$ cat config.mk
export PLATFORM = sky130hd
export DESIGN_NAME = adma_dm_dst_axis_keep_flat
export DESIGN_NICKNAME = d
export VERILOG_FILES = /design/src/rtl/adma_dm_dst_axis_keep_if.sv /design/src/rtl/adma_dm_dst_axis_keep.sv /design/src/flat_wrapper.sv
export SDC_FILE = /design/constraint.sdc
export NUM_CORES = 1
export LEC_CHECK = 0
export ABC_AREA = 1
export CORE_AREA = 10 10 246 248
export CTS_CLUSTER_SIZE = 20
export DETAILED_ROUTE_END_ITERATION = 6
export DIE_AREA = 0 0 256 258
export PLACE_DENSITY = 0.68
export SLEW_MARGIN = 10
export SYNTH_ARGS = -nofsm -noshare
export SYNTH_HDL_FRONTEND = slang
export SYNTH_SLANG_ARGS = --single-unit
$ cat constraint.sdc
create_clock -name aclk -period 12.6 [get_ports aclk]
set_input_delay 2.52 -clock aclk [delete_from_list [all_inputs] [get_ports aclk]]
set_output_delay 2.52 -clock aclk [all_outputs]
set_load 0.02 [all_outputs]
$ cat src/rtl/adma_dm_dst_axis_keep_if.sv
// AXI-Stream master bus of the DMA destination data mover.
// The master drives TID/TDEST/TDATA/TKEEP/TSTRB/TLAST/TVALID; the slave returns TREADY.
interface adma_dm_dst_axis_keep_if #(
  parameter int MST_ID_W       = 5,
  parameter int DST_TDEST_W    = 2,
  parameter int ATX_DST_DATA_W = 256
);
  localparam int BYTE_AMT = ATX_DST_DATA_W / 8;

  logic [MST_ID_W-1:0]       m_tid_o;
  logic [DST_TDEST_W-1:0]    m_tdest_o;
  logic [ATX_DST_DATA_W-1:0] m_tdata_o;
  logic [BYTE_AMT-1:0]       m_tkeep_o;
  logic [BYTE_AMT-1:0]       m_tstrb_o;
  logic                      m_tlast_o;
  logic                      m_tvalid_o;
  logic                      m_tready_i;

  modport master (
    output m_tid_o, m_tdest_o, m_tdata_o, m_tkeep_o, m_tstrb_o, m_tlast_o, m_tvalid_o,
    input  m_tready_i
  );

  modport slave (
    input  m_tid_o, m_tdest_o, m_tdata_o, m_tkeep_o, m_tstrb_o, m_tlast_o, m_tvalid_o,
    output m_tready_i
  );
endinterface

$ cat src/rtl/adma_dm_dst_axis_keep.sv
// AXIS destination data mover: descriptor FIFO, beat counter, registered output slice
// with byte-accurate TKEEP on the last beat, and a per-channel sink-stall timeout.
module adma_dm_dst_axis_keep #(
  parameter int DMA_CHN_NUM    = 4,
  parameter int MST_ID_W       = 5,
  parameter int ATX_LEN_W      = 8,
  parameter int DST_TDEST_W    = 2,
  parameter int ATX_DST_DATA_W = 256,
  parameter int ATX_NUM_OSTD   = DMA_CHN_NUM,
  parameter int TMO_W          = 16,
  localparam int ATX_DST_BYTE_AMT = ATX_DST_DATA_W / 8,
  localparam int DMA_CHN_NUM_W    = (DMA_CHN_NUM > 1) ? $clog2(DMA_CHN_NUM) : 1,
  localparam int BYTE_CNT_W       = $clog2(ATX_DST_BYTE_AMT)
) (
  input  logic                            aclk,
  input  logic                            areset,
  input  logic [DMA_CHN_NUM_W-1:0]        atx_chn_id,
  input  logic [DST_TDEST_W-1:0]          atx_tdest,
  input  logic [ATX_LEN_W-1:0]            atx_tlen,
  input  logic [BYTE_CNT_W-1:0]           atx_lbytes,
  input  logic                            atx_vld,
  output logic                            atx_rdy,
  input  logic [ATX_DST_DATA_W-1:0]       atx_wdata,
  input  logic                            atx_wdata_vld,
  output logic                            atx_wdata_rdy,
  input  logic [DMA_CHN_NUM*MST_ID_W-1:0] atx_id,
  input  logic [TMO_W-1:0]                atx_tmo,
  output logic [DMA_CHN_NUM-1:0]          atx_done,
  output logic [DMA_CHN_NUM-1:0]          atx_dst_err,
  adma_dm_dst_axis_keep_if.master         m_axis
);
  localparam int PTR_W = (ATX_NUM_OSTD > 1) ? $clog2(ATX_NUM_OSTD) : 1;
  localparam int CNT_W = $clog2(ATX_NUM_OSTD + 1);

  typedef struct packed {
    logic [DMA_CHN_NUM_W-1:0] chn;
    logic [DST_TDEST_W-1:0]   tdest;
    logic [ATX_LEN_W-1:0]     tlen;
    logic [BYTE_CNT_W-1:0]    lbytes;
  } desc_t;

  function automatic logic [PTR_W-1:0] ptr_inc(input logic [PTR_W-1:0] p);
    ptr_inc = (p == PTR_W'(ATX_NUM_OSTD - 1)) ? '0 : p + 1'b1;
  endfunction

  // lbytes==0 on the last beat means a fully populated beat.
  function automatic logic [ATX_DST_BYTE_AMT-1:0] keep_f(input logic last,
                                                         input logic [BYTE_CNT_W-1:0] lb);
    keep_f = '1;
    if (last && lb != '0)
      for (int i = 0; i < ATX_DST_BYTE_AMT; i++) keep_f[i] = (i < int'(lb));
  endfunction

  desc_t                     fifo_q [ATX_NUM_OSTD];
  desc_t                     desc_in, head;
  logic [PTR_W-1:0]          wr_ptr_q, rd_ptr_q;
  logic [CNT_W-1:0]          fill_q;
  logic [ATX_LEN_W-1:0]      beat_cnt_q;
  logic                      full, head_vld, push, pop, accept, beat_last, slice_rdy;
  logic                      tvalid_q, tlast_q;
  logic [ATX_DST_DATA_W-1:0] tdata_q;
  logic [ATX_DST_BYTE_AMT-1:0] tkeep_q;
  logic [MST_ID_W-1:0]       tid_q;
  logic [DST_TDEST_W-1:0]    tdest_q;
  logic [DMA_CHN_NUM_W-1:0]  chn_q;
  logic [TMO_W-1:0]          tmo_cnt_q, tmo_cnt_d;
  logic                      stall, tmo_hit;

  assign desc_in   = '{chn: atx_chn_id, tdest: atx_tdest, tlen: atx_tlen, lbytes: atx_lbytes};
  assign head      = fifo_q[rd_ptr_q];
  assign full      = (fill_q == CNT_W'(ATX_NUM_OSTD));
  assign head_vld  = (fill_q != '0);
  assign slice_rdy = ~tvalid_q | m_axis.m_tready_i;
  assign atx_wdata_rdy = head_vld & slice_rdy;
  assign accept    = atx_wdata_vld & atx_wdata_rdy;
  assign beat_last = (beat_cnt_q == head.tlen);
  assign pop       = accept & beat_last;
  // A pop in the same cycle frees a slot, so a full FIFO can still take a descriptor.
  assign atx_rdy   = ~areset & (~full | pop);
  assign push      = atx_vld & atx_rdy;

  always_ff @(posedge aclk) begin
    if (push) fifo_q[wr_ptr_q] <= desc_in;
  end

  always_ff @(posedge aclk or posedge areset) begin
    if (areset) begin
      wr_ptr_q   <= '0;
      rd_ptr_q   <= '0;
      fill_q     <= '0;
      beat_cnt_q <= '0;
    end else begin
      if (push) wr_ptr_q <= ptr_inc(wr_ptr_q);
      if (pop)  rd_ptr_q <= ptr_inc(rd_ptr_q);
      case ({push, pop})
        2'b10:   fill_q <= fill_q + 1'b1;
        2'b01:   fill_q <= fill_q - 1'b1;
        default: fill_q <= fill_q;
      endcase
      if (accept) beat_cnt_q <= beat_last ? '0 : beat_cnt_q + 1'b1;
    end
  end

  // Output slice
  always_ff @(posedge aclk or posedge areset) begin
    if (areset) begin
      tvalid_q <= 1'b0;
      tlast_q  <= 1'b0;
      tdata_q  <= '0;
      tkeep_q  <= '0;
      tid_q    <= '0;
      tdest_q  <= '0;
      chn_q    <= '0;
    end else if (accept) begin
      tvalid_q <= 1'b1;
      tlast_q  <= beat_last;
      tdata_q  <= atx_wdata;
      tkeep_q  <= keep_f(beat_last, head.lbytes);
      tid_q    <= atx_id[int'(head.chn)*MST_ID_W +: MST_ID_W];
      tdest_q  <= head.tdest;
      chn_q    <= head.chn;
    end else if (m_axis.m_tready_i) begin
      tvalid_q <= 1'b0;
    end
  end

  // Stall timeout: counts cycles the current beat has been refused; fires once per beat.
  assign stall     = tvalid_q & ~m_axis.m_tready_i;
  assign tmo_cnt_d = stall ? ((&tmo_cnt_q) ? tmo_cnt_q : tmo_cnt_q + 1'b1) : '0;
  assign tmo_hit   = stall & (atx_tmo != '0) & (tmo_cnt_d == atx_tmo) & (tmo_cnt_q != atx_tmo);

  always_ff @(posedge aclk or posedge areset) begin
    if (areset) tmo_cnt_q <= '0;
    else        tmo_cnt_q <= tmo_cnt_d;
  end

  always_comb begin
    atx_done    = '0;
    atx_dst_err = '0;
    if (tvalid_q & m_axis.m_tready_i & tlast_q) atx_done[chn_q] = 1'b1;
    if (tmo_hit) atx_dst_err[chn_q] = 1'b1;
  end

  assign m_axis.m_tvalid_o = tvalid_q;
  assign m_axis.m_tlast_o  = tlast_q;
  assign m_axis.m_tdata_o  = tdata_q;
  assign m_axis.m_tkeep_o  = tkeep_q;
  assign m_axis.m_tstrb_o  = tkeep_q;
  assign m_axis.m_tid_o    = tid_q;
  assign m_axis.m_tdest_o  = tdest_q;
endmodule
$ cat src/flat_wrapper.sv
// flat-port wrapper written by rule: the top's interface ports become plain ports
module adma_dm_dst_axis_keep_flat 
#(
  parameter int DMA_CHN_NUM    = 4,
  parameter int MST_ID_W       = 5,
  parameter int ATX_LEN_W      = 8,
  parameter int DST_TDEST_W    = 2,
  parameter int ATX_DST_DATA_W = 256,
  parameter int ATX_NUM_OSTD   = DMA_CHN_NUM,
  parameter int TMO_W          = 16,
  localparam int ATX_DST_BYTE_AMT = ATX_DST_DATA_W / 8,
  localparam int DMA_CHN_NUM_W    = (DMA_CHN_NUM > 1) ? $clog2(DMA_CHN_NUM) : 1,
  localparam int BYTE_CNT_W       = $clog2(ATX_DST_BYTE_AMT)
)
  (aclk, areset, atx_chn_id, atx_tdest, atx_tlen, atx_lbytes, atx_vld, atx_rdy, atx_wdata, atx_wdata_vld, atx_wdata_rdy, atx_id, atx_tmo, atx_done, atx_dst_err, m_axis_m_tid_o, m_axis_m_tdest_o, m_axis_m_tdata_o, m_axis_m_tkeep_o, m_axis_m_tstrb_o, m_axis_m_tlast_o, m_axis_m_tvalid_o, m_axis_m_tready_i);
  adma_dm_dst_axis_keep_if #(.MST_ID_W(MST_ID_W), .DST_TDEST_W(DST_TDEST_W), .ATX_DST_DATA_W(ATX_DST_DATA_W)) m_axis_i ();
  input  logic aclk;
  input  logic areset;
  input  logic [DMA_CHN_NUM_W-1:0] atx_chn_id;
  input  logic [DST_TDEST_W-1:0] atx_tdest;
  input  logic [ATX_LEN_W-1:0] atx_tlen;
  input  logic [BYTE_CNT_W-1:0] atx_lbytes;
  input  logic atx_vld;
  output logic atx_rdy;
  input  logic [ATX_DST_DATA_W-1:0] atx_wdata;
  input  logic atx_wdata_vld;
  output logic atx_wdata_rdy;
  input  logic [DMA_CHN_NUM*MST_ID_W-1:0] atx_id;
  input  logic [TMO_W-1:0] atx_tmo;
  output logic [DMA_CHN_NUM-1:0] atx_done;
  output logic [DMA_CHN_NUM-1:0] atx_dst_err;
  output wire logic [$bits(m_axis_i.m_tid_o)-1:0] m_axis_m_tid_o;
  output wire logic [$bits(m_axis_i.m_tdest_o)-1:0] m_axis_m_tdest_o;
  output wire logic [$bits(m_axis_i.m_tdata_o)-1:0] m_axis_m_tdata_o;
  output wire logic [$bits(m_axis_i.m_tkeep_o)-1:0] m_axis_m_tkeep_o;
  output wire logic [$bits(m_axis_i.m_tstrb_o)-1:0] m_axis_m_tstrb_o;
  output wire logic [$bits(m_axis_i.m_tlast_o)-1:0] m_axis_m_tlast_o;
  output wire logic [$bits(m_axis_i.m_tvalid_o)-1:0] m_axis_m_tvalid_o;
  input wire logic [$bits(m_axis_i.m_tready_i)-1:0] m_axis_m_tready_i;
  assign m_axis_m_tid_o = m_axis_i.m_tid_o;
  assign m_axis_m_tdest_o = m_axis_i.m_tdest_o;
  assign m_axis_m_tdata_o = m_axis_i.m_tdata_o;
  assign m_axis_m_tkeep_o = m_axis_i.m_tkeep_o;
  assign m_axis_m_tstrb_o = m_axis_i.m_tstrb_o;
  assign m_axis_m_tlast_o = m_axis_i.m_tlast_o;
  assign m_axis_m_tvalid_o = m_axis_i.m_tvalid_o;
  assign m_axis_i.m_tready_i = m_axis_m_tready_i;
  adma_dm_dst_axis_keep #(.DMA_CHN_NUM(DMA_CHN_NUM), .MST_ID_W(MST_ID_W), .ATX_LEN_W(ATX_LEN_W), .DST_TDEST_W(DST_TDEST_W), .ATX_DST_DATA_W(ATX_DST_DATA_W), .ATX_NUM_OSTD(ATX_NUM_OSTD), .TMO_W(TMO_W)) u_core (.aclk(aclk), .areset(areset), .atx_chn_id(atx_chn_id), .atx_tdest(atx_tdest), .atx_tlen(atx_tlen), .atx_lbytes(atx_lbytes), .atx_vld(atx_vld), .atx_rdy(atx_rdy), .atx_wdata(atx_wdata), .atx_wdata_vld(atx_wdata_vld), .atx_wdata_rdy(atx_wdata_rdy), .atx_id(atx_id), .atx_tmo(atx_tmo), .atx_done(atx_done), .atx_dst_err(atx_dst_err), .m_axis(m_axis_i));
endmodule
==> flow_summary.json, run 1 <==
{
  "grt_setup_unrepaired": "false",
  "synth_area_leaders": "dfrtp_1 49%, nand2_1 22%, edfxtp_1 12%",
  "num_rows": 87,
  "die_x_um": 256,
  "fmax_ghz": 0.123,
  "coreArea_sq_mm": 0.0557,
  "hp-class": "reg2reg",
  "synthMuxAreaShare": 0.00177,
  "netlist_area_sq_mm": 0.0170,
  "synth_compound_area_frac": 0.0309,
  "arrival_ps": 5610,
  "netSwitchingFraction": 0.402,
  "p_leak_nw": 11.8,
  "grt-ovfl-total": 0,
  "hpwl_mm": 48.2,
  "worst_ir_drop_vdd_v": 0.000150,
  "slew_viol_final": 0,
  "criticalPathCategory": "in2out",
  "drive_gt1_frac": 0.0482,
  "final_common_cell": "nand2_1",
  "wl_per_cell_um": 19.5,
  "crit_required_ps": 10080,
  "yosysWarnings": 0,
  "viasPerCell": 4.53,
  "final_hold_viol_count": 0,
  "start_util": 0.305,
  "fin_area_sq_mm": 0.0255,
  "insertion_delay_ps": 570,
  "p_total_mw": 6.14,
  "final_nets": 2862,
  "avgSynthCellArea_sq_um": 8.74,
  "seqPwrFrac": 0.333,
  "wl_mm": 65.0,
  "fp.dieArea_sq_mm": 0.0660,
  "area_delta_synth_final_pct": 49.9,
  "dp.cells": 3248,
  "antenna_found_initial": 10,
  "dr_total_vias": 15107,
  "yosys.area_share.simple": 0.282,
  "cts.sinks": 398,
  "die_h_um": 258,
  "synth_top_family_by_area": "simple AND/OR/NAND/NOR gates",
  "cts_resized": 0,
  "power.switching_mw": 2.47,
  "synthXorXnorAreaFrac": 0.0113,
  "cts_hold_buf": 0,
  "ant_nets": 0,
  "grt_pass1_wl_mm": 97.0,
  "power_density_mw_per_mm2": 241,
  "layout.cells.non_filler": 3337,
  "fill_cells": 5286,
  "drv_cap": 0,
  "ys_ff_latch": 398,
  "place_congestion": 0.880,
  "first_pass_iters": 6,
  "worst_setup_path_start_kind": "input port",
  "yosysUniqueCellTypes": 45,
  "ff_latch_area_sq_mm": 0.0103,
  "outcome": "complete, no violations",
  "p_int_mw": 3.67,
  "comb_power_share": 0.446,
  "ys_seq_area_frac": 0.607,
  "tightest_slew_ps": 1220,
  "synth_top_cell_area_share": 0.486,
  "crit_slowest_cell": "clkdlybuf4s50_1",
  "clkPwrFrac": 0.220,
  "place_area_sq_mm": 0.0239,
  "drt_iter0_drc": 1203,
  "synth-adder-area-share": 0.00707,
  "cpPeakStageDelay_ps": 650,
  "post-route-min-period_ps": 8130,
  "grt_pass1_vias": 15334,
  "postCtsSetupRepairBufs": 0,
  "period_share": 0.645,
  "portBuffers": 652,
  "final_cell_mix": "1012 x nand2_1, 652 x clkdlybuf4s50_1, 330 x dfrtp_1",
  "grt_max_degree": 124,
  "cp-end-kind": "primary output",
  "place_ws_ps": 4430,
  "cts_buffer_depth": 3,
  "synth.net_count": 2265,
  "synth_cells": 1942,
  "cpMostUsedCell": "clkdlybuf4s50_1",
  "cts_root_buf": "clkbuf_16",
  "cts_buffers": 45,
  "finalSetupViolations": 0,
  "track_usage": 0.187,
  "drc": 0,
  "worstPathMaxFanout": 123,
  "synth_top_area_cell": "dfrtp_1",
  "slew_headroom": 0.184,
  "io_pins": 653,
  "multi_input_area_sq_mm": 0.00566,
  "cts_tree": "yes",
  "crit_chain": "clkdlybuf4s50_1 -> or2_1 -> o31ai_1 -> inv_1 -> nand2_4 -> inv_8 -> nand3_2 -> a21oi_4 -> clkdlybuf4s50_1",
  "fin_setup_tns_ps": 0,
  "fin_worst_skew_ps": 9.85,
  "fin_ws_ps": 4470,
  "path_clk_slew_ps": 60,
  "htree_num_levels": 2,
  "reg2reg_slack_ps": 8940
}
==> routing by layer <==
metal / part of all wire / track usage / routed length (um) / vias to the layer above
li1: - / - / - / 7216
met1: 0.41 / 0.228 / 26500 / 7206
met2: 0.49 / 0.313 / 31600 / 574
met3: 0.082 / 0.0589 / 5320 / 105
met4: 0.023 / 0.0547 / 1520 / 6
met5: 0.00072 / 0 / 47 / -
==> final timing paths <==
path | startpoint | end | cells after the start
setup / recovery | m_axis_m_tready_i | atx_rdy | 9
hold / removal | u_core.m_axis.m_tdata_o[22] | u_core.m_axis.m_tdata_o[22] | 2
setup reg to reg | u_core.rd_ptr_q[1] | u_core.fill_q[1] | 12
hold reg to reg | u_core.m_axis.m_tdata_o[22] | u_core.m_axis.m_tdata_o[22] | 2
max in group asynchronous | areset | u_core.m_axis.m_tdata_o[209] | 4
min in group asynchronous | areset | u_core.m_axis.m_tid_o[4] | 2
==> kinds of logic (layout without fill, tap and decap cells) <==
logic type                 count (synthesis)  after routing
muxes                                      3              3
buffers and inverters                    213            846
DFF                                      398            398
xor gates and xnor gates                  22             22
other                                      0              6
AOI/OAI and AO/OA                         87             87
and+or+nand+nor                         1210           1210
adders and majority gates                  9              9
==> per-stage QoR <==
stage / hold slack, ps / utilization
6_report: 477 / 0.457
5_1_grt: 497 / 0.457
4_1_cts: 480 / 0.457
3_5_place_dp: 464 / 0.429
3_3_place_gp: 460 / 0.429
2_1_floorplan: 488 / -
==> cell usage after synthesis <==
library cell	count
a21boi_0	1
a21o_2	1
a21oi_1	20
a21oi_4	1
a22oi_1	1
a32oi_1	1
buf_2	44
buf_4	35
buf_6	5
clkbuf_1	31
clkinv_1	2
clkinv_2	1
dfrtp_1	330
edfxtp_1	68
fa_1	1
ha_1	8
inv_1	83
inv_2	11
inv_4	1
mux2i_1	3
nand2_1	1013
nand2_2	2
nand2_4	2
nand3_1	64
nand3_2	2
nand3b_1	5
nand4_1	23
nor2_1	82
nor2_2	4
nor3_1	6
nor3_4	2
o211ai_1	6
o211ai_4	1
o21ai_0	34
o21ai_1	6
o21bai_1	1
o221ai_1	3
o22a_1	1
o22a_2	1
o22ai_1	8
o31ai_1	1
or2_1	3
or2_2	2
xnor2_1	2
xor2_1	20
==> area by class of cell <==
class / instances / share of cell area
flip-flops and latches: 398 / 0.405
multi-input cells: 1331 / 0.222
well taps: 756 / 0.0372
repair buffers: 665 / 0.260
clock buffers: 57 / 0.0487
clock inverters: 26 / 0.0113
diodes: 6 / 0.000590
inverters: 98 / 0.0152
==> power by group through the flow <==
| stage | Clock, mW | Combinational, mW | Sequential, mW |
|---|---|---|---|
| 2_1_floorplan | 0 | 0.959 | 2.50 |
| 3_3_place_gp | 0 | 2.74 | 2.04 |
| 3_5_place_dp | 0 | 2.76 | 2.05 |
| 4_1_cts | 1.39 | 2.78 | 2.04 |
| 5_1_grt | 1.44 | 2.95 | 2.10 |
| 6_report | 1.35 | 2.74 | 2.05 |
==> flip-flops by register name, indices dropped and copies added, names as in the netlist, 3 cells and up <==
name and cells:
u_core.fill_q 3, u_core.tmo_cnt_q 16, u_core.m_axis.m_tkeep_o 32, u_core.fifo_q 68, u_core.m_axis.m_tid_o 5, u_core.m_axis.m_tdata_o 256, u_core.beat_cnt_q 8
==> worst max-delay path, delay by kind of cell <==
kind                   cells  cell delay [ps]
buffers and inverters      4             1850
and+or+nand+nor            3              880
AOI/OAI and AO/OA          2              330
Note: power is estimated with default switching activity, not from simulation.
==> inputs of run 2 (changes only) <==
Clock period 12.6 ns to 8.5 ns, I/O delays scaled along.
==> run 2 against run 1 <==
Net effect:
- first-iteration DRC count shrank 1.2%
- combinational power increased by 49%
- worst hold slack is essentially flat
- flip-flop and latch count did not move
- register-to-register slack worse by 4400 ps
- die area did not move
- sequential share of layout area grew 0.17 points
- clock skew rose by 11 ps
- critical path type unchanged
- critical endpoint unchanged
- largest cell class unchanged
- highest routed layer unchanged
==> flow_summary.json, run 2 (synthesis results as in run 1) <==
{
  "outcome": "complete, no violations",
  "first_pass_iters": 5,
  "criticalPathCategory": "in2out",
  "arrival_ps": 4660,
  "fin_worst_skew_ps": 20.5,
  "cp-end-kind": "primary output",
  "power_density_mw_per_mm2": 354,
  "rr_worst_depth": 10,
  "fill_cells": 5267,
  "cts.sinks": 398,
  "grtUsageMet3": 0.0596,
  "drt_iter0_drc": 1189,
  "hp-class": "reg2reg",
  "final_common_cell": "nand2_1",
  "die_x_um": 256,
  "ant_nets": 0,
  "dp.cells": 3250,
  "final_hold_viol_count": 0,
  "fmax_ghz": 0.157,
  "grt_max_degree": 106,
  "slew_headroom": 0.241,
  "dr_total_vias": 15078,
  "hold_start": "u_core.m_axis.m_tdata_o[203]",
  "grt_busiest_layer": "met2",
  "viasPerCell": 4.52,
  "cts_root_buf": "clkbuf_16",
  "post-route-min-period_ps": 6360,
  "multi_input_area_sq_mm": 0.00566,
  "grt_pass1_vias": 15343,
  "path_clk_slew_ps": 50,
  "insertion_delay_ps": 560,
  "grt-ovfl-total": 0,
  "io_pins": 653,
  "crit_required_ps": 6800,
  "grtUsageMet2": 0.318,
  "r2r-start": "u_core.m_axis.m_tvalid_o",
  "antenna_found_initial": 7,
  "postCtsSetupRepairBufs": 0,
  "drv_cap": 0,
  "portBuffers": 652,
  "grt_pass1_wl_mm": 97.0,
  "wl_mm": 64.7,
  "largest_reg_flops": 256,
  "cts_buffer_depth": 3,
  "slew_viol_final": 0,
  "area_delta_synth_final_pct": 49.3,
  "p_leak_nw": 11.8,
  "period_share": 0.748,
  "drc": 0,
  "worstPathMaxFanout": 102,
  "num_rows": 87,
  "layout.cells.non_filler": 3336,
  "wl_per_cell_um": 19.4,
  "fp.dieArea_sq_mm": 0.0660,
  "htree_num_levels": 2,
  "ff_latch_area_sq_mm": 0.0103,
  "worst_ir_drop_vdd_v": 0.000250,
  "finalSetupViolations": 0,
  "fin_setup_tns_ps": 0,
  "final_cell_mix": "1012 x nand2_1, 652 x clkdlybuf4s50_1, 330 x dfrtp_1",
  "grt_setup_unrepaired": "false",
  "start_util": 0.305,
  "final_nets": 2865,
  "cts_buffers": 46,
  "min_delay_path_depth": 2,
  "coreArea_sq_mm": 0.0557,
  "track_usage": 0.187,
  "hpwl_mm": 48.7,
  "cts_tree": "yes",
  "drive_gt1_frac": 0.0450,
  "grt_use_met1": 0.226,
  "crit_path_start": "m_axis_m_tready_i",
  "cts_hold_buf": 0,
  "die_h_um": 258,
  "place_congestion": 0.892,
  "cts_resized": 0,
  "worst_setup_path_start_kind": "input port",
  "tightest_slew_ps": 1140
}
==> run 2: power breakdown <==
part | internal [mW] | total (mW) | switching (mW) | leakage [nW]
Sequential | 2.60 | 3.02 | 0.422 | 4.62
Clock | 1.09 | 1.87 | 0.789 | 0.691
Combinational | 1.67 | 4.08 | 2.41 | 6.47
==> run 2: path summary, 6_finish.rpt <==
check / to / slack (ps)
worst max-delay path: atx_rdy / 2140
worst min-delay path: u_core.m_axis.m_tdata_o[203] / 480
worst max register to register: u_core.m_axis.m_tdata_o[141] / 4560
worst min register to register: u_core.m_axis.m_tdata_o[203] / 480
max in group asynchronous: u_core.m_axis.m_tdata_o[189] / 4580
min in group asynchronous: u_core.m_axis.m_tid_o[2] / 1770
==> run 2: area by class of cell <==
| class | instances | area share |
|---|---|---|
| Tap cell | 756 | 0.0373 |
| Inverter | 98 | 0.0151 |
| Sequential cell | 398 | 0.406 |
| Clock buffer | 62 | 0.0490 |
| Timing Repair Buffer | 667 | 0.262 |
| Multi-Input combinational cell | 1331 | 0.223 |
| Clock inverter | 19 | 0.00676 |
| Antenna cell | 5 | 0.000493 |
==> run 2: per-stage QoR <==
stage	hold slack, ps	instance area, sq um	util	setup slack, ps	power [mW]
global placement	460	23900	0.429	2160	7.09
global route	488	25400	0.455	1930	9.50
detailed placement	464	23900	0.429	2070	7.15
finish	476	25400	0.455	2140	8.98
floorplan	488	17000	-	85.5	5.12
CTS	479	25300	0.455	2070	9.08
==> run 2: worst max-delay path, cell delays in order <==
cell	delay (ps)
clkdlybuf4s50_1	480
or2_1	310
o31ai_1	120
inv_1	130
nand2_4	240
inv_8	440
nand3_2	330
a21oi_4	210
clkdlybuf4s50_1	640
==> run 2: per-layer routing <==
layer	part of all wire	routed length, um
met2	0.49	31800
met4	0.023	1490
met1	0.41	26300
met5	0.00014	9
met3	0.079	5130
